## src/rtl/fsb_arb_pkg.sv

```systemverilog
// Shared constants and types for the FSB transmit arbiter.
package fsb_arb_pkg;
  localparam int FSB_WIDTH = 80;
  localparam int MAX_REQ   = 16;
  localparam int MAX_BURST = 256;

  typedef logic [$clog2(MAX_REQ)-1:0]     req_id_t;
  typedef logic [$clog2(MAX_BURST+1)-1:0] beat_cnt_t;
endpackage

```

## src/rtl/fsb_rr_pick.sv

```systemverilog
// Rotating priority picker: first requester after `last_i`, wrapping around,
// with `last_i` itself searched last.
module fsb_rr_pick #(
  parameter int num_req_p = 4,
  parameter int id_w_p    = $clog2(num_req_p)
) (
  input  logic [num_req_p-1:0] req_i,
  input  logic [id_w_p-1:0]    last_i,
  output logic [num_req_p-1:0] gnt_oh_o,
  output logic [id_w_p-1:0]    gnt_id_o,
  output logic                 found_o
);
  logic [id_w_p-1:0] idx;

  always_comb begin
    gnt_oh_o = '0;
    gnt_id_o = '0;
    found_o  = 1'b0;
    idx      = '0;
    for (int off = 1; off <= num_req_p; off++) begin
      idx = id_w_p'((int'(last_i) + off) % num_req_p);
      if (!found_o && req_i[idx]) begin
        found_o       = 1'b1;
        gnt_id_o      = idx;
        gnt_oh_o[idx] = 1'b1;
      end
    end
  end
endmodule

```

## src/rtl/fsb_tx_rr_arbiter.sv

```systemverilog
// Round-robin arbiter with bounded bursts sharing one registered FSB master link.
module fsb_tx_rr_arbiter
  import fsb_arb_pkg::*;
#(
  parameter int fsb_width_p = FSB_WIDTH,
  parameter int num_req_p   = 4,
  parameter int burst_len_p = 4
) (
  input  logic                             clk_i,
  input  logic                             reset_n_i,
  input  logic [num_req_p-1:0]             req_v_i,
  input  logic [num_req_p*fsb_width_p-1:0] req_data_i,
  output logic [num_req_p-1:0]             req_r_o,
  output logic                             m_fsb_v_o,
  output logic [fsb_width_p-1:0]           m_fsb_data_o,
  input  logic                             m_fsb_r_i,
  output logic [$clog2(num_req_p)-1:0]     grant_id_o,
  output logic                             busy_o
);
  localparam int ID_W   = $clog2(num_req_p);
  localparam int BEAT_W = $clog2(burst_len_p+1);
  localparam logic [BEAT_W-1:0] BURST_MAX = BEAT_W'(burst_len_p);

  logic                   out_v_q, out_v_d;
  logic [fsb_width_p-1:0] data_q, data_d;
  logic [ID_W-1:0]        grant_id_q, grant_id_d;
  logic [ID_W-1:0]        last_q, last_d;
  logic                   owner_v_q, owner_v_d;
  logic [BEAT_W-1:0]      beat_cnt_q, beat_cnt_d;

  logic                   ld, hold, accept;
  logic [ID_W-1:0]        sel_id, rot_id;
  logic [num_req_p-1:0]   rot_oh;
  logic                   rot_found;
  logic [fsb_width_p-1:0] req_data_a [num_req_p];

  for (genvar i = 0; i < num_req_p; i++) begin : g_unpack
    assign req_data_a[i] = req_data_i[i*fsb_width_p +: fsb_width_p];
  end

  fsb_rr_pick #(.num_req_p(num_req_p), .id_w_p(ID_W)) u_pick (
    .req_i    (req_v_i),
    .last_i   (last_q),
    .gnt_oh_o (rot_oh),
    .gnt_id_o (rot_id),
    .found_o  (rot_found)
  );

  always_comb begin
    out_v_d    = out_v_q;
    data_d     = data_q;
    grant_id_d = grant_id_q;
    last_d     = last_q;
    owner_v_d  = owner_v_q;
    beat_cnt_d = beat_cnt_q;
    req_r_o    = '0;

    ld     = ~out_v_q | m_fsb_r_i;
    hold   = owner_v_q & req_v_i[last_q] & (beat_cnt_q < BURST_MAX);
    sel_id = hold ? last_q : rot_id;
    // Reset gates acceptance so no requester sees a handshake it will lose.
    accept = reset_n_i & ld & (hold | rot_found);

    if (accept) begin
      req_r_o[sel_id] = 1'b1;
      out_v_d         = 1'b1;
      data_d          = req_data_a[sel_id];
      grant_id_d      = sel_id;
      last_d          = sel_id;
      owner_v_d       = 1'b1;
      beat_cnt_d      = hold ? beat_cnt_q + 1'b1 : BEAT_W'(1);
    end else if (ld) begin
      // An idle slot releases ownership; the next winner comes from rotation.
      out_v_d    = 1'b0;
      owner_v_d  = 1'b0;
      beat_cnt_d = '0;
    end
  end

  always_ff @(posedge clk_i) begin
    if (!reset_n_i) begin
      out_v_q    <= 1'b0;
      data_q     <= '0;
      grant_id_q <= '0;
      last_q     <= ID_W'(num_req_p-1);
      owner_v_q  <= 1'b0;
      beat_cnt_q <= '0;
    end else begin
      out_v_q    <= out_v_d;
      data_q     <= data_d;
      grant_id_q <= grant_id_d;
      last_q     <= last_d;
      owner_v_q  <= owner_v_d;
      beat_cnt_q <= beat_cnt_d;
    end
  end

  assign m_fsb_v_o    = out_v_q;
  assign m_fsb_data_o = data_q;
  assign grant_id_o   = grant_id_q;
  assign busy_o       = out_v_q;

`ifndef SYNTHESIS
  a_onehot_rdy : assert property (@(posedge clk_i) $onehot0(req_r_o));
  a_stable_data : assert property (@(posedge clk_i) disable iff (!reset_n_i)
    (m_fsb_v_o & ~m_fsb_r_i) |=> $stable(m_fsb_data_o));
`endif
endmodule

```

## config.mk

```make
export PLATFORM = sky130hd
export DESIGN_NAME = fsb_tx_rr_arbiter
export DESIGN_NICKNAME = d
export VERILOG_FILES = /design/src/rtl/fsb_arb_pkg.sv /design/src/rtl/fsb_rr_pick.sv /design/src/rtl/fsb_tx_rr_arbiter.sv
export SDC_FILE = /design/constraint.sdc
export NUM_CORES = 1
export LEC_CHECK = 0
export BUFFER_PORTS_ARGS = -buffer_cell sky130_fd_sc_hd__buf_2
export CORE_AREA = 2 2 162 164
export DETAILED_ROUTE_END_ITERATION = 6
export DIE_AREA = 0 0 164 166
export SYNTH_ARGS = -nofsm -noshare
export SYNTH_HDL_FRONTEND = slang
export SYNTH_SLANG_ARGS = --single-unit
```

## constraint.sdc

```tcl
create_clock -name clk_i -period 4.5 [get_ports clk_i]
set_clock_uncertainty 0.1 [all_clocks]
set_input_delay 0.9 -clock clk_i [delete_from_list [all_inputs] [get_ports clk_i]]
set_output_delay 0.9 -clock clk_i [all_outputs]
set_load 0.01 [all_outputs]
```

# Word level (Yosys, flattened, before mapping)
# Cells that the tools add are included.
# word_totals
ramBits	0
register_bits	88
wordCells	65
mem_count	0
mem_bits_ro	0
input_bits	327
latch_bits	0
# classes
shifts	0
n_bitwise	8
eq_ne	0
n_lt_le_gt_ge	9
add_sub_neg	5
n_mul	0
mux	30
reduce_logical	8
div_mod_pow	0
# ops
cell	count
80-bit binary-select mux with 2-bit select	1
80-bit two-way mux	2
2-bit by 3-bit < comparator with 1-bit output (second input constant)	6
1-bit two-way mux	12
1-bit binary-select mux with 2-bit select	5
2-bit two-way mux	5
3-bit two-way mux	3
2-bit by 1-bit adder with 2-bit output (second input constant)	2
2-bit adder (second input constant)	2
1-bit bitwise AND	4
1-bit logical AND	4
4-bit two-way mux	1
3-bit by 1-bit adder with 3-bit output (second input constant)	1
3-bit greater-or-equal comparator (second input constant)	1
1-bit logical NOT	3
3-bit < comparator (second input constant)	1
2-bit NOT with 3-bit output	1
1-bit demux with 2-bit select	1
2-bit by 1-bit greater-or-equal comparator with 1-bit output (second input constant)	1
1-bit OR	2
2-bit nonzero test	1
1-bit NOT	1

# Longest topological paths before layout
# Gate-level depths: netlist of run 1.
# depth
word_depth	19
depth_mapped	9

# Modules after synthesis
# From an unflattened synthesis of run 1, not the netlist that was laid out.
# hier_totals
hier_cells	586
area_unflattened_um2	5550.3
# modules_own_cells
mod	area_per_inst_um2	cells_each	instances	seq_area_each_um2
fsb_tx_rr_arbiter	4921.0	500	1	1761.7
fsb_rr_pick	629.4	86	1	0.0

# Worst setup path after synthesis of run 1
# No wires, ideal clock.
# synth_timing
path_type	input port to output port
startpoint	input port req_v_i[3]
endpoint	output port req_r_o[2]
t_arrival_ns	2.576
path_buffers	3
path_slack_ns	0.924
required_time_ns	3.500
stages	9
cell_sequence	buf_2 nor3_2 a221o_1 nand3_1 o21ai_2 buf_4 nand3_2 buf_2 nor2_1
# synth_via
elab_chain_cells	18
elab_cells_between_ends	35
cone_classes	order compare (2); mux (22); bitwise (4); reduce/logical (7)
# synth_lines
item	line	text
from (decl)	fsb_tx_rr_arbiter.sv:11	input logic [num_req_p-1:0] req_v_i,
1-bit binary-select mux with 2-bit select	fsb_rr_pick.sv:22	if (!found_o && req_i[idx]) begin
1-bit two-way mux (implied by the code)	fsb_rr_pick.sv:22	
1-bit two-way mux	fsb_rr_pick.sv:22	
1-bit logical NOT	fsb_rr_pick.sv:22	
1-bit logical AND	fsb_rr_pick.sv:22	
1-bit two-way mux	fsb_rr_pick.sv:22	
1-bit logical NOT	fsb_rr_pick.sv:22	
1-bit logical AND	fsb_rr_pick.sv:22	
[... 2 more ...]	-	
1-bit logical AND	fsb_rr_pick.sv:22	
2-bit two-way mux	fsb_rr_pick.sv:22	
2-bit two-way mux	fsb_tx_rr_arbiter.sv:60	sel_id = hold ? last_q : rot_id;
2-bit by 3-bit < comparator with 1-bit output (implied by the code) / 2-bit by 1-bit greater-or-equal comparator with 1-bit output (equally long branches)	fsb_tx_rr_arbiter.sv:65	req_r_o[sel_id] = 1'b1;
1-bit logical AND (implied by the code)	fsb_tx_rr_arbiter.sv:65	
1-bit two-way mux (implied by the code)	fsb_tx_rr_arbiter.sv:65	
1-bit demux with 2-bit select	fsb_tx_rr_arbiter.sv:65	
4-bit two-way mux *	fsb_tx_rr_arbiter.sv:64	if (accept) begin
to (decl)	fsb_tx_rr_arbiter.sv:13	output logic [num_req_p-1:0] req_r_o,
# Every way passes the cells marked *; elsewhere a longest branch is shown, timed or not. The select of a mux whose other input is x is not followed.

# Worst setup path after layout of run 1
# layout_timing
startpoint	input port req_v_i[3]
endpoint	output port req_r_o[3]
# The elaborated chain is that of the path after synthesis.

==> results.json, run 1 <==
{
  "relSlewSlack": 0.2960,
  "grt-ovfl-total": 0,
  "dr.first_iter.drc_count": 530,
  "layout_commonest_cell": "buf_2",
  "switchingPower_w": 0.001394,
  "cts_resized": 0,
  "nFillCells": 2650,
  "seqPwrFrac": 0.289,
  "routedWlPerCell_microns": 18.90,
  "finalSetupTns_ns": 0,
  "globalplace.congestion": 0.8232,
  "tightest_slew_ns": 1.029,
  "placedCellCount": 1420,
  "grt_pass1_vias": 7385,
  "die_x_microns": 164,
  "hpwl_microns": 19680,
  "ys.flop_type": "dfxtp_1",
  "syn-cell-area_sq_um": 6699,
  "period_needed_ns": 3.890,
  "ios": 415,
  "die_h_microns": 166,
  "ys_warn_count": 0,
  "synth_fp_nets": 1059,
  "rows": 59,
  "max_freq_mhz": 257.1,
  "finalCritPeriodShare": 0.8645,
  "cts_max_level": 3,
  "drc": 0,
  "outcome": "complete, no violations",
  "vias": 7581,
  "slew_violations": 0,
  "ys_async_sr_fraction": 0,
  "cp_max_fo": 16,
  "cellPowerDensity_nw_per_um2": 377.2,
  "cts_buffer_depth": 2,
  "post_cts_buffers": 0,
  "synth-edff-count": 0,
  "seq_area_frac_synth": 0.2630,
  "cts_hold_buf": 0,
  "path_clk_slew_ns": 0.07,
  "grt_setup_unrepaired": "no",
  "cp.required_ns": 3.50,
  "syn_to_final_growth_pct": 39.76,
  "cap_violations": 0,
  "viasPerCell": 5.283,
  "port_buffers": 414,
  "peakVddDrop_uv": 177.3,
  "cts_root_buf": "clkbuf_16",
  "p_leak_nw": 4.237,
  "setup_violations": 0,
  "netlist-cell-type-count": 48,
  "hold_slack_ns": 0.3568,
  "worstSetupEndpointType": "primary output",
  "grtUsageTotal": 0.1878,
  "hp-class": "flop to flop",
  "antenna_found_initial": 1,
  "n_antenna_cell": 0,
  "criticalPathCategory": "primary input to primary output",
  "start_util": 0.2615,
  "syn_area_per_cell_sq_um": 9.164,
  "dieArea_sq_um": 27220,
  "clockPowerShare": 0.235,
  "clock_latency_ns": 0.34,
  "crit_arrival_ns": 2.89,
  "tritoncts": "done",
  "postRouteAntennaNets": 0,
  "fin_nets": 1424,
  "drt_pass1_iterations": 4,
  "grt_max_degree": 50,
  "grt_pass1_wl_microns": 40650,
  "p_sw_frac": 0.3948,
  "clock-sinks": 88,
  "drive_above_1_share": 0.4500,
  "final_cell_mix": "414 x buf_2, 88 x dfxtp_1, 82 x mux2i_1",
  "synth_cells": 731,
  "ys_seq_elements": 88,
  "routed_wirelength_microns": 27120,
  "power.internal_w": 0.002138,
  "cts_buffers": 9,
  "cp-start-kind": "primary input",
  "p_comb_frac": 0.476,
  "hold_viol": 0,
  "final_cells": 1435,
  "core_sq_um": 25620
}
## final cells by class
class                      instances  area (sq um)  area share
sequential                        88          1762      0.1882
clock buffer                      12         236.5     0.02526
clock inverter                     3         67.56    0.007216
inverter                           6         22.52    0.002405
multi-input combinational        556          4576      0.4887
tap                              335         419.2     0.04477
timing repair buffer             435          2280      0.2435
## path summary, 6_finish.rpt
kind | cells after the start | start | end | slack [ns]
min | 2 | beat_cnt_q[1]$_SDFFE_PN0P_ | beat_cnt_q[1]$_SDFFE_PN0P_ | 0.36
max reg2reg | 7 | last_q[0]$_SDFFE_PN1P_ | m_fsb_data_o[24]$_SDFFE_PN0P_ | 1.21
min reg2reg | 2 | beat_cnt_q[1]$_SDFFE_PN0P_ | beat_cnt_q[1]$_SDFFE_PN0P_ | 0.36
max | 8 | req_v_i[3] | req_r_o[3] | 0.61
## worst max-delay path: stages
cell and delay, ns:
buf_2 0.17, mux2i_1 0.15, a221oi_4 0.53, a21boi_4 0.15, o21ai_4 0.48, nand3_2 0.24, nor2_1 0.14, buf_2 0.14
## synthesized netlist by cell type (2+ instances only)
| master | n | area, sq um |
|---|---|---|
| o21ai_0 | 80 | 400.4 |
| buf_2 | 21 | 105.1 |
| buf_4 | 5 | 37.54 |
| inv_1 | 6 | 22.52 |
| o21ai_2 | 2 | 17.52 |
| dfxtp_1 | 88 | 1762 |
| nand2b_1 | 3 | 18.77 |
| a2111oi_0 | 18 | 157.7 |
| a221oi_1 | 2 | 17.52 |
| nand2_1 | 43 | 161.4 |
| nor2b_1 | 3 | 18.77 |
| o211ai_1 | 35 | 262.8 |
| a2111oi_4 | 27 | 743.2 |
| mux2i_1 | 82 | 820.8 |
| a21oi_1 | 10 | 50.05 |
| a22o_1 | 45 | 394.1 |
| nor2_1 | 14 | 52.55 |
| a211oi_1 | 46 | 345.3 |
| nor2_2 | 2 | 12.51 |
| clkbuf_4 | 2 | 15.01 |
| buf_6 | 6 | 67.56 |
| nand3_1 | 38 | 190.2 |
| nor4_1 | 2 | 12.51 |
| nor3_1 | 4 | 20.02 |
| clkbuf_1 | 46 | 172.7 |
| a211o_1 | 35 | 306.5 |
| and3_1 | 45 | 281.5 |
## metrics by stage
step	util	area (sq um)	total power, W	worst slack, ns
after floorplan	-	6699	0.002134	0.9236
after global placement	0.3536	9059	0.002712	0.6863
after detailed placement	0.3536	9059	0.002725	0.6438
after CTS	0.3655	9363	0.003573	0.6396
after global routing	0.3655	9363	0.003741	0.4556
final	0.3655	9363	0.003532	0.6099
## sequential cells by signal, summed over array words and instances (netlist names)
name          cells
m_fsb_data_o     80
grant_id_o        2
beat_cnt_q        3
owner_v_q         1
last_q            2
## kinds of logic (layout without fill, tap and decap cells)
| group | Yosys count | count (layout) | synth area share |
|---|---|---|---|
| AOI/OAI and AO/OA | 308 | 308 | 0.4186 |
| and+or+nand+nor | 163 | 163 | 0.1268 |
| DFF | 88 | 88 | 0.2630 |
| buffers and inverters | 87 | 456 | 0.06332 |
| muxes | 84 | 84 | 0.1264 |
| adders and majority gates | 1 | 1 | 0.001867 |
## power groups by stage
stage	logic, W	clock network [W]	registers [W]
final	0.00168	0.000831	0.00102
after global routing	0.00182	0.000884	0.00104
after global placement	0.00168	0	0.00103
after detailed placement	0.00169	0	0.00103
after CTS	0.00169	0.000858	0.00102
after floorplan	0.00104	0	0.00109
## metal layers
layer	GRT usage	wire, microns	part of all wire	vias to the layer above
met4	0.04691	480	0.018	2
met5	0	9	0.00033	-
met2	0.3338	13340	0.49	334
li1	-	-	-	3621
met1	0.2270	11290	0.42	3593
met3	0.04246	1999	0.074	31
No activity file was read; power rests on OpenSTA's default activity.
==> run 2: changes to the inputs <==
CORE_AREA = 2 2 160 162   (was 2 2 162 164)
CTS_CLUSTER_SIZE = 24   (was unset)
DIE_AREA = 0 0 162 164   (was 0 0 164 166)
SLEW_MARGIN = 20   (was unset)
==> results.json, run 2 (same netlist as run 1, synthesis figures left out) <==
{
  "crit_arrival_ns": 2.82,
  "start_util": 0.2699,
  "cts_buffer_depth": 2,
  "syn_to_final_growth_pct": 39.39,
  "rows": 58,
  "core_sq_um": 24820,
  "final_cells": 1430,
  "power_w": 0.003555,
  "crit_path_cell_trace": "buf_2, nor3_2, a221oi_4, nor2_4, nor2_4, nor3_1, buf_2",
  "antenna_found_initial": 3,
  "cellPowerDensity_nw_per_um2": 380.7,
  "path_clk_slew_ns": 0.07,
  "grt_max_degree": 84,
  "clock_latency_ns": 0.35,
  "final_util": 0.3762,
  "placedCellCount": 1412,
  "cts_hold_buf": 0,
  "grtUsageTotal": 0.1955,
  "slew_violations": 0,
  "hold_viol": 0,
  "slowest_stage": "nor2_4",
  "die_h_microns": 164,
  "viasPerCell": 5.345,
  "nFillCells": 2606,
  "hpwl_microns": 19340,
  "tightest_slew_ns": 1.039,
  "p_leak_nw": 4.233,
  "post-place-ws_ns": 0.7123,
  "finalCritPeriodShare": 0.8491,
  "crit_family": "simple AND/OR/NAND/NOR gates",
  "cp_max_fo": 36,
  "max_freq_mhz": 261.7,
  "reg2reg_setup_slack_ns": 1.29,
  "peakVddDrop_uv": 160.0,
  "worstSetupEndpointType": "primary output",
  "post_cts_buffers": 0,
  "max_stage_delay_ns": 0.74,
  "drt_pass1_iterations": 7,
  "grt_pass1_wl_microns": 41110,
  "final_cell_mix": "414 x buf_2, 88 x dfxtp_1, 82 x mux2i_1",
  "postRouteAntennaNets": 0,
  "cts_resized": 0,
  "dr.first_iter.drc_count": 526,
  "cts_root_buf": "clkbuf_16",
  "fin_nets": 1421,
  "cp-start-kind": "primary input",
  "port_buffers": 414,
  "die_x_microns": 162,
  "grt_pass1_vias": 7324,
  "routed_wirelength_microns": 27340,
  "fin_ws_ns": 0.6790,
  "vias": 7644,
  "finalSetupTns_ns": 0,
  "hp-class": "flop to flop",
  "min_path_cells": 2,
  "cp.depth": 7,
  "layout_commonest_cell": "buf_2",
  "cts_max_level": 3,
  "grt-ovfl-total": 0,
  "criticalPathCategory": "primary input to primary output",
  "clock-sinks": 88,
  "dieArea_sq_um": 26570,
  "path_buf_inv": 2,
  "cap_violations": 0,
  "routedWlPerCell_microns": 19.12,
  "cp.required_ns": 3.50,
  "outcome": "complete, no violations",
  "reg2reg_depth": 7,
  "period_needed_ns": 3.821,
  "drive_above_1_share": 0.4526,
  "ios": 415,
  "relSlewSlack": 0.3071,
  "setup_violations": 0,
  "tritoncts": "done",
  "cts_buffers": 9,
  "globalplace.congestion": 0.8171,
  "drc": 0,
  "largest_reg_flops": 80,
  "grt_setup_unrepaired": "no"
}
## run 2: cell types whose count changed in the layout (fill, tap and decap cells not counted)
| cell | delta |
|---|---|
| clkinv_2 | +1 |
| diode_2 | +2 |
| nand2_1 | -1 |
| inv_6 | +4 |
| buf_12 | -2 |
| clkinvlp_4 | -1 |
| buf_4 | -1 |
| nand2_2 | +1 |
| clkbuf_1 | -3 |
## run 2: area by class of cell
class	count	area [sq um]	share of cell area
Multi-Input combinational cell	556	4578	0.4903
Timing Repair Buffer	432	2232	0.2390
Sequential cell	88	1762	0.1887
Tap cell	330	412.9	0.04422
Clock buffer	9	225.2	0.02412
Clock inverter	7	100.1	0.01072
Inverter	6	22.52	0.002412
Antenna cell	2	5.005	0.0005360
## run 2: report_power, final
| group | leakage (nW) | internal, W | total [W] | switching (W) |
|---|---|---|---|---|
| Clock | 0.161 | 0.000496 | 0.000879 | 0.000383 |
| Sequential | 0.732 | 0.000935 | 0.00102 | 0.0000844 |
| Combinational | 3.34 | 0.000699 | 0.00166 | 0.000958 |
| Total | 4.23 | 0.00213 | 0.00356 | 0.00143 |
## run 2: final timing paths
kind / start / end
setup / recovery: req_v_i[3] / req_r_o[1]
hold / removal: grant_id_o[0]$_SDFFE_PN0P_ / grant_id_o[0]$_SDFFE_PN0P_
setup reg to reg: last_q[0]$_SDFFE_PN1P_ / m_fsb_data_o[20]$_SDFFE_PN0P_
hold reg to reg: grant_id_o[0]$_SDFFE_PN0P_ / grant_id_o[0]$_SDFFE_PN0P_
## run 2: worst min-delay path: cells and delay by family, from the launching register on
family / cells / cell delay [ns]
AOI/OAI and AO/OA: 1 / 0.05
and+or+nand+nor: 1 / 0.05
DFF: 1 / 0.31
## run 2: per-stage QoR
step                hold WS, ns  cell area (sq um)
finish                   0.3582               9338
global route             0.3766               9335
CTS                      0.3602               9333
detailed placement       0.3496               9007
global placement         0.3402               9007
floorplan                0.3356               6699
## run 2: routing by layer
layer  global-route usage  wire [microns]  up-vias
li1                     -               -     3613
met1               0.2367           11150     3621
met2               0.3420           13360      379
met3              0.05303            2428       29
met4              0.05189             394        2
met5                    0              13        -
